`src/rtl/conv3x3_window_sequencer.sv`:
```
// Frame controller for the 3x3 sharpening MAC: gathers windows from the pixel RAM, strobes the MAC,
// clamps each result to 8 bits and hands it to the sink. Define WINDOW_REUSE_EN to fetch only the new column per step.
module conv3x3_window_sequencer #(
    parameter int WIDTH  = 8,
    parameter int HEIGHT = 8,
    parameter int ADDR_W = $clog2(WIDTH*HEIGHT)
) (
    input  logic                     clk,
    input  logic                     reset,
    input  logic                     start,
    output logic                     busy,
    output logic                     done,
    output logic                     rd_en,
    output logic [ADDR_W-1:0]        rd_addr,
    input  logic [7:0]               rd_data,
    output logic signed [8:0]        win_pix [9],
    output logic                     mac_stall,
    input  logic signed [20:0]       mac_out,
    output logic                     out_valid,
    input  logic                     out_ready,
    output logic [ADDR_W-1:0]        out_addr,
    output logic [7:0]               out_pix
);

`ifdef WINDOW_REUSE_EN
    localparam logic REUSE = 1'b1;
`else
    localparam logic REUSE = 1'b0;
`endif

    typedef enum logic [2:0] {IDLE, FETCH, DRAIN, COMPUTE, CAPTURE, WRITE, DONE} state_t;
    state_t state, state_nxt;

    logic [ADDR_W-1:0] r, c, out_idx;
    logic [1:0]        kr, kc;
    logic              reuse;
    logic              cap_vld_p1;
    logic [3:0]        cap_idx_p1;
    logic              last_k, last_c, last_pos;

    function automatic logic [7:0] clamp_u8(input logic signed [20:0] v);
        if (v < 0) return 8'd0;
        if (v > 21'sd255) return 8'd255;
        return v[7:0];
    endfunction

    assign last_k   = (kr == 2'd2) && (kc == 2'd2);
    assign last_c   = (c == ADDR_W'(WIDTH-3));
    assign last_pos = last_c && (r == ADDR_W'(HEIGHT-3));

    always_ff @(posedge clk) begin
        if (reset) state <= IDLE;
        else       state <= state_nxt;
    end

    always_comb begin
        state_nxt = state;
        case (state)
            IDLE:    if (start) state_nxt = FETCH;
            FETCH:   if (last_k) state_nxt = DRAIN;
            DRAIN:   state_nxt = COMPUTE;
            COMPUTE: state_nxt = CAPTURE;
            CAPTURE: state_nxt = WRITE;
            WRITE:   if (out_ready) state_nxt = last_pos ? DONE : FETCH;
            DONE:    state_nxt = IDLE;
            default: state_nxt = IDLE;
        endcase
    end

    always_comb begin
        busy      = (state != IDLE);
        done      = (state == DONE);
        rd_en     = (state == FETCH);
        rd_addr   = '0;
        if (state == FETCH)
            rd_addr = (r + ADDR_W'(kr)) * ADDR_W'(WIDTH) + c + ADDR_W'(kc);
        mac_stall = (state != COMPUTE);
        out_valid = (state == WRITE);
        out_addr  = out_idx;
    end

    // Window offset walk (kr,kc), window position (r,c) and output index
    always_ff @(posedge clk) begin
        if (reset) begin
            r       <= '0;
            c       <= '0;
            kr      <= '0;
            kc      <= '0;
            reuse   <= 1'b0;
            out_idx <= '0;
        end else begin
            case (state)
                IDLE: if (start) begin
                    r       <= '0;
                    c       <= '0;
                    kr      <= '0;
                    kc      <= '0;
                    reuse   <= 1'b0;
                    out_idx <= '0;
                end
                FETCH: if (!last_k) begin
                    if (reuse || kc == 2'd2) begin
                        kr <= kr + 1'b1;
                        kc <= reuse ? 2'd2 : 2'd0;
                    end else begin
                        kc <= kc + 1'b1;
                    end
                end
                WRITE: if (out_ready) begin
                    kr      <= '0;
                    out_idx <= last_pos ? '0 : out_idx + 1'b1;
                    if (last_c) begin
                        c     <= '0;
                        r     <= last_pos ? '0 : r + 1'b1;
                        kc    <= '0;
                        reuse <= 1'b0;
                    end else begin
                        c     <= c + 1'b1;
                        kc    <= REUSE ? 2'd2 : 2'd0;
                        reuse <= REUSE;
                    end
                end
                default: ;
            endcase
        end
    end

    // p1: RAM data returns one cycle after the strobe; land it in the element issued then
    always_ff @(posedge clk) begin
        if (reset) begin
            cap_vld_p1 <= 1'b0;
            cap_idx_p1 <= '0;
            out_pix    <= '0;
            for (int i = 0; i < 9; i++) win_pix[i] <= '0;
        end else begin
            cap_vld_p1 <= rd_en;
            cap_idx_p1 <= {2'b00, kr} * 4'd3 + {2'b00, kc};
            if (cap_vld_p1)
                win_pix[cap_idx_p1] <= {1'b0, rd_data};
            if (state == CAPTURE)
                out_pix <= clamp_u8(mac_out);
            if (REUSE && state == WRITE && out_ready && !last_c) begin
                for (int row = 0; row < 3; row++) begin
                    win_pix[row*3]   <= win_pix[row*3+1];
                    win_pix[row*3+1] <= win_pix[row*3+2];
                end
            end
        end
    end

endmodule

```
`config.mk`:
```
export PLATFORM = sky130hd
export DESIGN_NAME = conv3x3_window_sequencer
export DESIGN_NICKNAME = d
export VERILOG_FILES = /design/src/rtl/conv3x3_window_sequencer.sv
export SDC_FILE = /design/constraint.sdc
export NUM_CORES = 1
export LEC_CHECK = 0
export ABC_CLOCK_PERIOD_IN_PS = 3400
export CAP_MARGIN = 20
export CORE_MARGIN = 8
export CORE_UTILIZATION = 55
export DETAILED_ROUTE_END_ITERATION = 16
export DONT_BUFFER_PORTS = 1
export PLACE_DENSITY = 0.7
export SLEW_MARGIN = 20
export SYNTH_ARGS = -nofsm -noshare
export SYNTH_HDL_FRONTEND = slang
export SYNTH_SLANG_ARGS = --single-unit
```
`constraint.sdc`:
```
create_clock -name clk -period 3.4 [get_ports clk]
set_input_delay 0.68 -clock clk [delete_from_list [all_inputs] [get_ports clk]]
set_output_delay 0.68 -clock clk [all_outputs]
set_load 0.01 [all_outputs]
```
==> out/metrics.csv, run 1 <==
metric,value,unit
io_pins,139,
antenna_found_initial,0,
path_cells,ha_1 > inv_1 > fa_1 > inv_1 > ha_1 > and3_1 > a221oi_2 > xnor2_1 > nor2_2,
fin_nets,553,
async_flop_share,0,%
htreeDepth,3,
clkTransAtPathRegs,0.10,ns
worstSkewPairLatency,0.37,ns
p_leak,2.003,nW
fin_crit_sh,95.31,%
syn_avg_cell_area,9.278,sq um
wl_per_cell,18.11,microns
cts_hold_buf,0,
max_slew_margin,58.42,%
synth-edff-count,0,
synth-main-ff-cell,dfxtp_1,
skew,0.01088,ns
dpl.hpwl,8263,microns
finalSetupTns,0,ns
synth_top_area_cell,dfxtp_1,
place_area,4843,sq um
cts_tree,done,
synth_top_area_share,45.21,%
drc,0,
grt_pass1_wl,17400,microns
wl,11160,microns
vias,3459,
synth-seq-area-share,45.21,%
wl_met1,4443,microns
first_pass_iters,6,
core_area,8636,sq um
crit_path_max_fanout,5,
rsz0062_at_grt,false,
diodes,0,
slew_violations,0,
num_rows,34,
criticalPathCategory,reg -> out,
stdcell_count,616,
maxCapViolations,0,
grtUsageTotal,17.95,%
arrival,2.56,ns
outcome,"finished, final reports clean",
slowest_delay,0.49,ns
cp.buffers_inverters,2,
ir_drop,0.3512,mV
drt_iter0_drc,174,
cpLargestDelayFamily,adder cells,
slowest_stage,fa_1,
vias_per_cell,5.615,
grt-ovfl-total,0,
die_width,110.1,microns
grt_max_degree,93,
syn2layout_area_growth,3.442,%
wl_met3,1067,microns
synth-seq-cells,110,
synth.distinct_cells,50,
postCtsSetupBuffers,0,
synth_area_leaders,"dfxtp_1, mux2i_1, nor2_1",
cts_buffers,9,
grt_pass1_vias,3363,
start_util,56.40,%
ant_nets,0,
dpl.cell_count,600,
start_kind,flip-flop,
yosysWarnings,0,
root_buffer,clkbuf_8,
cts_sinks,110,
routed.top_layer,met4,
setup_viol,0,
tightest_slew,0.6238,ns
max_freq,0.3086,GHz
wl_met2,5576,microns
syn_area,4871,sq um
die_h,110.1,microns
layout-drive-gt1-share,6.299,%
syn_inst,525,
routabilityCongestion,0.7703,
cts_buffer_depth,2,
finalHoldViolations,0,
hold_ws,0.3986,ns
hold_path.class,in -> reg,
period_needed,3.241,ns
end_kind,output pin,
crit_required,2.72,ns
io_buffers,0,
design_area,5039,sq um
dieArea,12120,sq um
pwr_density_cell,533.6,nW/um^2
==> stage by stage <==
step | power (W) | worst slack (ns) | util, %
3_3_place_gp | 0.001958 | 0.4566 | 56.09
6_report | 0.002689 | 0.1593 | 58.35
3_5_place_dp | 0.001977 | 0.3553 | 56.09
2_1_floorplan | 0.001897 | 0.5751 | -
4_1_cts | 0.002718 | 0.03176 | 58.24
5_1_grt | 0.002839 | 0.02874 | 58.35
==> repair_timing <==
action | CTS | global route
setup endpoints to repair | 1 | 1
cloned | 0 | 0
resized for setup | 2 | 3
==> report_power, final <==
part / switching (W) / internal, W / total [W]
Combinational: 0.000331 / 0.000182 / 0.000513
Sequential: 0.0000867 / 0.00135 / 0.00144
Clock: 0.000460 / 0.000280 / 0.000740
Total: 0.000878 / 0.00181 / 0.00269
==> cell type report <==
class | instances | area, sq um
multi-input cells | 356 | 2395
repair buffers | 6 | 45.04
clock inverters | 6 | 55.05
inverters | 20 | 75.07
well taps | 108 | 135.1
fillers | 791 | 3597
flip-flops and latches | 110 | 2206
clock buffers | 10 | 127.6
==> final timing paths <==
| kind | cells past startpoint | slack [ns] | to | from |
|---|---|---|---|---|
| setup / recovery | 9 | 0.16 | rd_addr[5] | kr[0]$_SDFFE_PP0P_ |
| hold / removal | 1 | 0.40 | c[1]$_SDFFE_PP0P_ | reset |
| setup reg to reg | 7 | 1.27 | r[3]$_SDFFE_PP0P_ | c[1]$_SDFFE_PP0P_ |
| hold reg to reg | 2 | 0.49 | r[5]$_SDFFE_PP0P_ | r[5]$_SDFFE_PP0P_ |
==> registers in the layout, summed over array words and instances, names as in the netlist <==
register and flops:
kr 2, c 6, out_addr 6, r 6
cap_vld_p1 1, cap_idx_p1 4, state 3, kc 2
out_pix 8, win_pix 72
==> logic make-up after synthesis <==
family | share of synthesized area, %
AOI/OAI and AO/OA | 9.247
xor gates and xnor gates | 2.877
adders and majority gates | 4.983
buffers and inverters | 6.422
DFF | 45.21
muxes | 13.36
other | 0.07699
and+or+nand+nor | 17.83
==> placed cells by master (no fill, tap or decap), types with 5 or more instances in the layout <==
| master | netlist | routed |
|---|---|---|
| inv_1 | 20 | 20 |
| dfxtp_1 | 110 | 107 |
| a211oi_1 | 6 | 6 |
| clkbuf_8 | 0 | 9 |
| conb_1 | 1 | 9 |
| o31ai_1 | 7 | 7 |
| nand3_1 | 18 | 18 |
| o21ai_0 | 11 | 11 |
| or4_1 | 5 | 5 |
| a21oi_1 | 23 | 23 |
| nor3_1 | 6 | 6 |
| nand2_1 | 26 | 26 |
| mux2i_1 | 65 | 65 |
| buf_4 | 9 | 6 |
| nor2_1 | 91 | 90 |
| ha_1 | 13 | 13 |
| xnor2_1 | 12 | 12 |
==> per-layer routing <==
metal	GRT usage, %	up-vias
met5	0	-
met4	3.330	0
met3	5.872	8
met2	31.64	107
met1	20.92	1625
li1	-	1719
==> cell usage after synthesis (5+ instances only) <==
library cell	n
ha_1	13
o31ai_1	7
or4_1	5
mux2i_1	65
a21oi_1	23
a211oi_1	6
buf_4	9
dfxtp_1	110
xnor2_1	12
o21ai_0	11
nand3_1	18
clkbuf_1	23
nor2_1	91
buf_2	10
nand2_1	26
inv_1	20
nor3_1	6
No activity file was read; power rests on OpenSTA's default activity.
==> run 2, diff against run 1 <==
CORE_UTILIZATION = 52   (was 55)
PLACE_DENSITY = 0.67   (was 0.7)
==> run 2 against run 1 <==
Worst hold slack got worse by 0.036 ns. Via count rose by 0.95%. Routed wire length rose by 2.0%. Clock-buffer cell count fell by 1. Die area rose by 4.9%. First-iteration DRC count rose by 25%. Clock power rose by 6.8%. Final cell count rose by 0.16%. Total power rose by 2.2%.
==> out/metrics.csv, run 2 (same netlist as run 1, synthesis figures left out) <==
metric,value,unit,change
outcome,"finished, final reports clean",,
diodes,0,,unchanged
ant_nets,0,,unchanged
period_needed,3.226,ns,-0.01433 ns
crit_path_max_fanout,5,,unchanged
hold_path.class,in -> reg,,
die_width,112.8,microns,+2.4%
cts_hold_buf,0,,unchanged
largest_registers,"win_pix x72, out_pix x8",,
end_kind,output pin,,
largest_reg_flops,72,,unchanged
clkTransAtPathRegs,0.12,ns,+0.02 ns
rsz0062_at_grt,false,,
drt_iter0_drc,218,,+25%
grt_pass1_vias,3501,,+4.1%
wl_per_cell,18.44,microns,+1.8%
routabilityCongestion,0.8198,,+6.4%
layout_common_cells,"dfxtp_1, nor2_1, mux2i_1",,
p_total,0.002747,W,+2.2%
root_buffer,clkbuf_8,,
critPathLaunch,kr[0]$_SDFFE_PP0P_,,
grt_pass1_wl,18600,microns,+6.9%
core_area,9153,sq um,+6.0%
reg2reg_to,r[3]$_SDFFE_PP0P_,,
slowest_stage,fa_1,,
slew_violations,0,,unchanged
num_rows,35,,+2.9%
io_pins,139,,unchanged
design_area,5050,sq um,+0.22%
place_area,4837,sq um,-0.13%
setup_viol,0,,unchanged
cpLargestDelayFamily,adder cells,,
htreeDepth,3,,unchanged
path_cells,ha_1 > inv_1 > fa_1 > inv_1 > ha_1 > and3_1 > a221oi_2 > xnor2_1 > nor2_2,,
maxCapViolations,0,,unchanged
start_util,53.22,%,-3.2 points
r2r_start,state[1]$_SDFFE_PP0P_,,
criticalPathCategory,reg -> out,,
p_leak,2.009,nW,+0.30%
cts_buffer_depth,2,,unchanged
slowest_delay,0.49,ns,about the same
vias,3492,,+0.95%
max_freq,0.3099,GHz,+0.44%
io_buffers,0,,unchanged
vias_per_cell,5.660,,+0.79%
dieArea,12720,sq um,+4.9%
final_core_util,55.17,%,-3.2 points
syn2layout_area_growth,3.673,%,
worstSkewPairLatency,0.38,ns,about the same
cp.buffers_inverters,2,,unchanged
top_register,win_pix,,
crit_path_end,rd_addr[5],,
path_depth,9,,unchanged
grt_max_degree,93,,unchanged
arrival,2.55,ns,about the same
cts_buffers,9,,unchanged
antenna_found_initial,0,,unchanged
grtUsageTotal,17.73,%,-0.22 points
skew,0.01682,ns,+0.005943 ns
crit_required,2.72,ns,about the same
dpl.hpwl,8207,microns,-0.68%
first_pass_iters,5,,-1
hold_ws,0.3625,ns,-0.03610 ns
finalSetupTns,0,ns,unchanged
cts_tree,done,,
cts_sinks,110,,unchanged
die_h,112.8,microns,+2.4%
fin_nets,551,,-0.36%
postCtsSetupBuffers,0,,unchanged
mostFrequentLayoutCell,dfxtp_1,,
grt-ovfl-total,0,,unchanged
drc,0,,unchanged
finalHoldViolations,0,,unchanged
filler_cell_count,840,,+6.2%
ir_drop,0.3002,mV,-15%
rr_worst_depth,4,,-3
start_kind,flip-flop,,
fin_crit_sh,94.89,%,-0.42 points
pwr_density_cell,543.9,nW/um^2,+1.9%
layout-drive-gt1-share,6.126,%,-0.17 points
regToRegSetupSlack,1.03,ns,-0.24 ns
tightest_slew,1.001,ns,+0.3773 ns
max_slew_margin,33.17,%,-25 points
wl,11380,microns,+2.0%
run 2: report_power, final:
| group | switching (W) | internal, W |
|---|---|---|
| clock network | 0.000496 | 0.000294 |
| registers | 0.000112 | 0.00135 |
| logic | 0.000318 | 0.000178 |
| total | 0.000926 | 0.00182 |
run 2: through the flow:
stage          worst slack (ns)  instances
2_1_floorplan            0.5751        533
3_3_place_gp             0.4352        601
3_5_place_dp             0.3969        601
4_1_cts                 0.02038        617
5_1_grt                 0.05801        617
6_report                 0.1736        617
run 2: routing by layer:
| metal | global-route usage [%] | vias up | wire (microns) |
|---|---|---|---|
| met4 | 4.676 | 0 | 102 |
| met5 | 0 | - | 0 |
| met3 | 6.337 | 8 | 1129 |
| li1 | - | 1715 | - |
| met2 | 29.93 | 119 | 5432 |
| met1 | 20.85 | 1650 | 4711 |
run 2: layout make-up:
cell class	instances	area, sq um	share of cell area, %
Multi-Input combinational cell	356	2400	47.52
Clock buffer	9	123.9	2.453
Clock inverter	7	77.57	1.536
Timing Repair Buffer	4	30.03	0.5946
Sequential cell	110	2205	43.66
Inverter	20	75.07	1.487
Tap cell	111	138.9	2.750
run 2: worst min-delay path by stage:
| stage | start | end | slack, ns | cells past startpoint |
|---|---|---|---|---|
| 5_1_grt | reset | kr[0]$_SDFFE_PP0P_ | 0.35 | 1 |
| 2_1_floorplan | r[5]$_SDFFE_PP0P_ | r[5]$_SDFFE_PP0P_ | 0.45 | 2 |
| 3_3_place_gp | r[5]$_SDFFE_PP0P_ | r[5]$_SDFFE_PP0P_ | 0.47 | 2 |
| 6_report | reset | kr[0]$_SDFFE_PP0P_ | 0.36 | 1 |
| 3_5_place_dp | r[5]$_SDFFE_PP0P_ | r[5]$_SDFFE_PP0P_ | 0.49 | 2 |
| 4_1_cts | reset | win_pix[22]$_SDFFE_PP0P_ | 0.36 | 1 |
run 2: timing repair:
item / CTS / global route
cloned: 0 / 0
pin swaps: 0 / 0
endpoints found under the setup margin: 1 / 1
resized for setup: 1 / 3
==> run 3, diff against run 2 <==
CELL_PAD_IN_SITES_DETAIL_PLACEMENT = 2   (was not set)
CELL_PAD_IN_SITES_GLOBAL_PLACEMENT = 2   (was not set)
CORE_UTILIZATION = 37   (was 52)
PLACE_DENSITY = not set   (was 0.67)
PLACE_DENSITY_LB_ADDON = 0.1   (was not set)
==> run 3 against run 2 <==
Sequential share of layout area decreased by 1.7 points. First-iteration DRC count decreased by 40%. Final cell count up 11%. Clock skew decreased by 0.0083 ns. Routed wire length up 27%. Combinational power is 4% higher. Critical path depth unchanged. Via count grew 2.6%. Die area increased by 34%. Worst setup slack worse by 0.042 ns. Register-to-register slack worse by 0.10 ns. Worst hold slack improved by 0.074 ns. Highest routed layer unchanged.
==> out/metrics.csv, run 3 (same netlist as run 1, synthesis figures left out) <==
metric,value,unit,change
cts_sinks,110,,unchanged
vias,3584,,+2.6%
ant_nets,0,,unchanged
finalSetupTns,0,ns,unchanged
cts_buffers,9,,unchanged
fin_nets,551,,unchanged
crit_required,2.72,ns,about the same
grt_pass1_vias,3902,,+11%
p_total,0.003131,W,+14%
largest_reg_flops,72,,unchanged
filler_cell_count,1493,,+78%
cts_tree,done,,
mostFrequentLayoutCell,dfxtp_1,,
cts_buffer_depth,2,,unchanged
crit_path_max_fanout,5,,unchanged
r2r_start,state[1]$_SDFFE_PP0P_,,
end_kind,output pin,,
cts_hold_buf,0,,unchanged
grt_max_degree,93,,unchanged
p_clk_share,36.7,%,+8.0 points
p_leak,2.063,nW,+2.7%
largest_registers,"win_pix x72, out_pix x8",,
routabilityCongestion,0.7396,,-9.8%
start_kind,flip-flop,,
finalHoldViolations,0,,unchanged
core_area,13030,sq um,+42%
regToRegSetupSlack,0.93,ns,-0.10 ns
rsz0062_at_grt,false,,
criticalPathCategory,reg -> out,,
setup_viol,0,,unchanged
start_util,37.38,%,-16 points
fin_crit_sh,96.13,%,+1.2 points
clkTransAtPathRegs,0.07,ns,-0.05 ns
grt-ovfl-total,0,,unchanged
period_needed,3.268,ns,+0.04193 ns
pwr_density_cell,595.9,nW/um^2,+9.5%
grt_pass1_wl,22320,microns,+20%
skew,0.008483,ns,-0.008338 ns
num_rows,42,,+20%
dpl.hpwl,10500,microns,+28%
root_buffer,clkbuf_16,,
htreeDepth,3,,unchanged
ir_drop,0.2226,mV,-26%
design_area,5254,sq um,+4.0%
hold_start,reset,,
dieArea,17090,sq um,+34%
maxCapViolations,0,,unchanged
die_h,130.7,microns,+16%
io_pins,139,,unchanged
hold_path.class,in -> reg,,
outcome,"finished, final reports clean",,
final_core_util,40.31,%,-15 points
layout_common_cells,"dfxtp_1, nor2_1, mux2i_1",,
antenna_found_initial,0,,unchanged
power_frac_seq,46.9,%,-6.3 points
switchingPower,0.0009308,W,+0.54%
rr_worst_depth,4,,unchanged
postCtsSetupBuffers,0,,unchanged
layout-drive-gt1-share,5.731,%,-0.40 points
max_freq,0.3060,GHz,-1.3%
worstSkewPairLatency,0.35,ns,-0.03 ns
wl,14430,microns,+27%
hold_depth,1,,unchanged
grtUsageTotal,17.08,%,-0.65 points
reg2reg_to,r[4]$_SDFFE_PP0P_,,
die_width,130.7,microns,+16%
io_buffers,0,,unchanged
max_slew_margin,31.68,%,-1.5 points
arrival,2.59,ns,+0.04 ns
hold_end,kr[0]$_SDFFE_PP0P_,,
hold_ws,0.4365,ns,+0.07400 ns
critPathLaunch,kr[0]$_SDFFE_PP0P_,,
p_sw_share,29.73,%,-4.0 points
first_pass_iters,4,,-1
syn2layout_area_growth,7.860,%,
tightest_slew,1.023,ns,+0.02226 ns
comb_power_share,16.4,%,-1.7 points
wl_per_cell,21.16,microns,+15%
drc,0,,unchanged
diodes,0,,unchanged
intPower,0.002200,W,+21%
place_area,4918,sq um,+1.7%
slew_violations,0,,unchanged
vias_per_cell,5.255,,-7.1%
top_register,win_pix,,
drt_iter0_drc,130,,-40%
run 3: cell types whose count changed in the layout (fill, tap and decap cells not counted):
cell,delta
bufinv_16,+2
clkinv_8,-2
clkinv_4,+1
clkbuf_16,+9
clkbuf_1,+2
clkinv_2,-1
inv_6,-1
inv_8,-2
clkbuf_8,-8
run 3: worst max path at each step:
stage                 end  cells after the start
4_1_cts        rd_addr[5]                      9
6_report       rd_addr[5]                      9
3_5_place_dp   rd_addr[5]                      9
5_1_grt        rd_addr[5]                      9
3_3_place_gp   rd_addr[5]                      9
2_1_floorplan  rd_addr[5]                      9
run 3: metal layers:
layer  routed length, microns  vias to the layer above  GRT usage, %
met5                        0                        -             0
met4                      281                        0         6.752
met3                     1116                       16         5.154
met2                     7379                       81         29.46
met1                     5650                     1772         19.39
li1                         -                     1715             -
run 3: final cells by class:
cell class / instances / area [sq um] / area share [%]
well taps: 176 / 220.2 / 4.191
multi-input cells: 356 / 2400 / 45.68
flip-flops and latches: 110 / 2205 / 41.96
repair buffers: 4 / 30.03 / 0.5716
clock inverters: 4 / 77.57 / 1.477
inverters: 20 / 75.07 / 1.429
clock buffers: 12 / 246.5 / 4.692
run 3: power groups by stage:
| stage | clock (W) | sequential (W) | combinational, W |
|---|---|---|---|
| 6_report | 0.00115 | 0.00147 | 0.000514 |
| 3_3_place_gp | 0 | 0.00149 | 0.000495 |
| 4_1_cts | 0.00119 | 0.00147 | 0.000526 |
| 5_1_grt | 0.00124 | 0.00148 | 0.000583 |
| 2_1_floorplan | 0 | 0.00144 | 0.000460 |
| 3_5_place_dp | 0 | 0.00150 | 0.000517 |
run 3: metrics by stage:
| stage | worst slack (ns) | std cells |
|---|---|---|
| 4_1_cts | 0.001418 | 682 |
| 3_5_place_dp | 0.3343 | 666 |
| 5_1_grt | 0.03872 | 682 |
| 6_report | 0.1317 | 682 |
| 2_1_floorplan | 0.5751 | 533 |
| 3_3_place_gp | 0.4188 | 666 |
run 3: worst max-delay path, cell delays in order (launching register included):
cell	delay [ns]
dfxtp_2	0.38
ha_1	0.17
inv_1	0.05
fa_1	0.48
inv_1	0.05
ha_1	0.32
and3_1	0.22
a221oi_2	0.28
xnor2_1	0.13
nor2_2	0.16
run 3: timing repair:
item,4_1_cts,5_1_grt
gates resized for setup,2,2
hold endpoints to repair,0,0
setup endpoints to repair,1,1
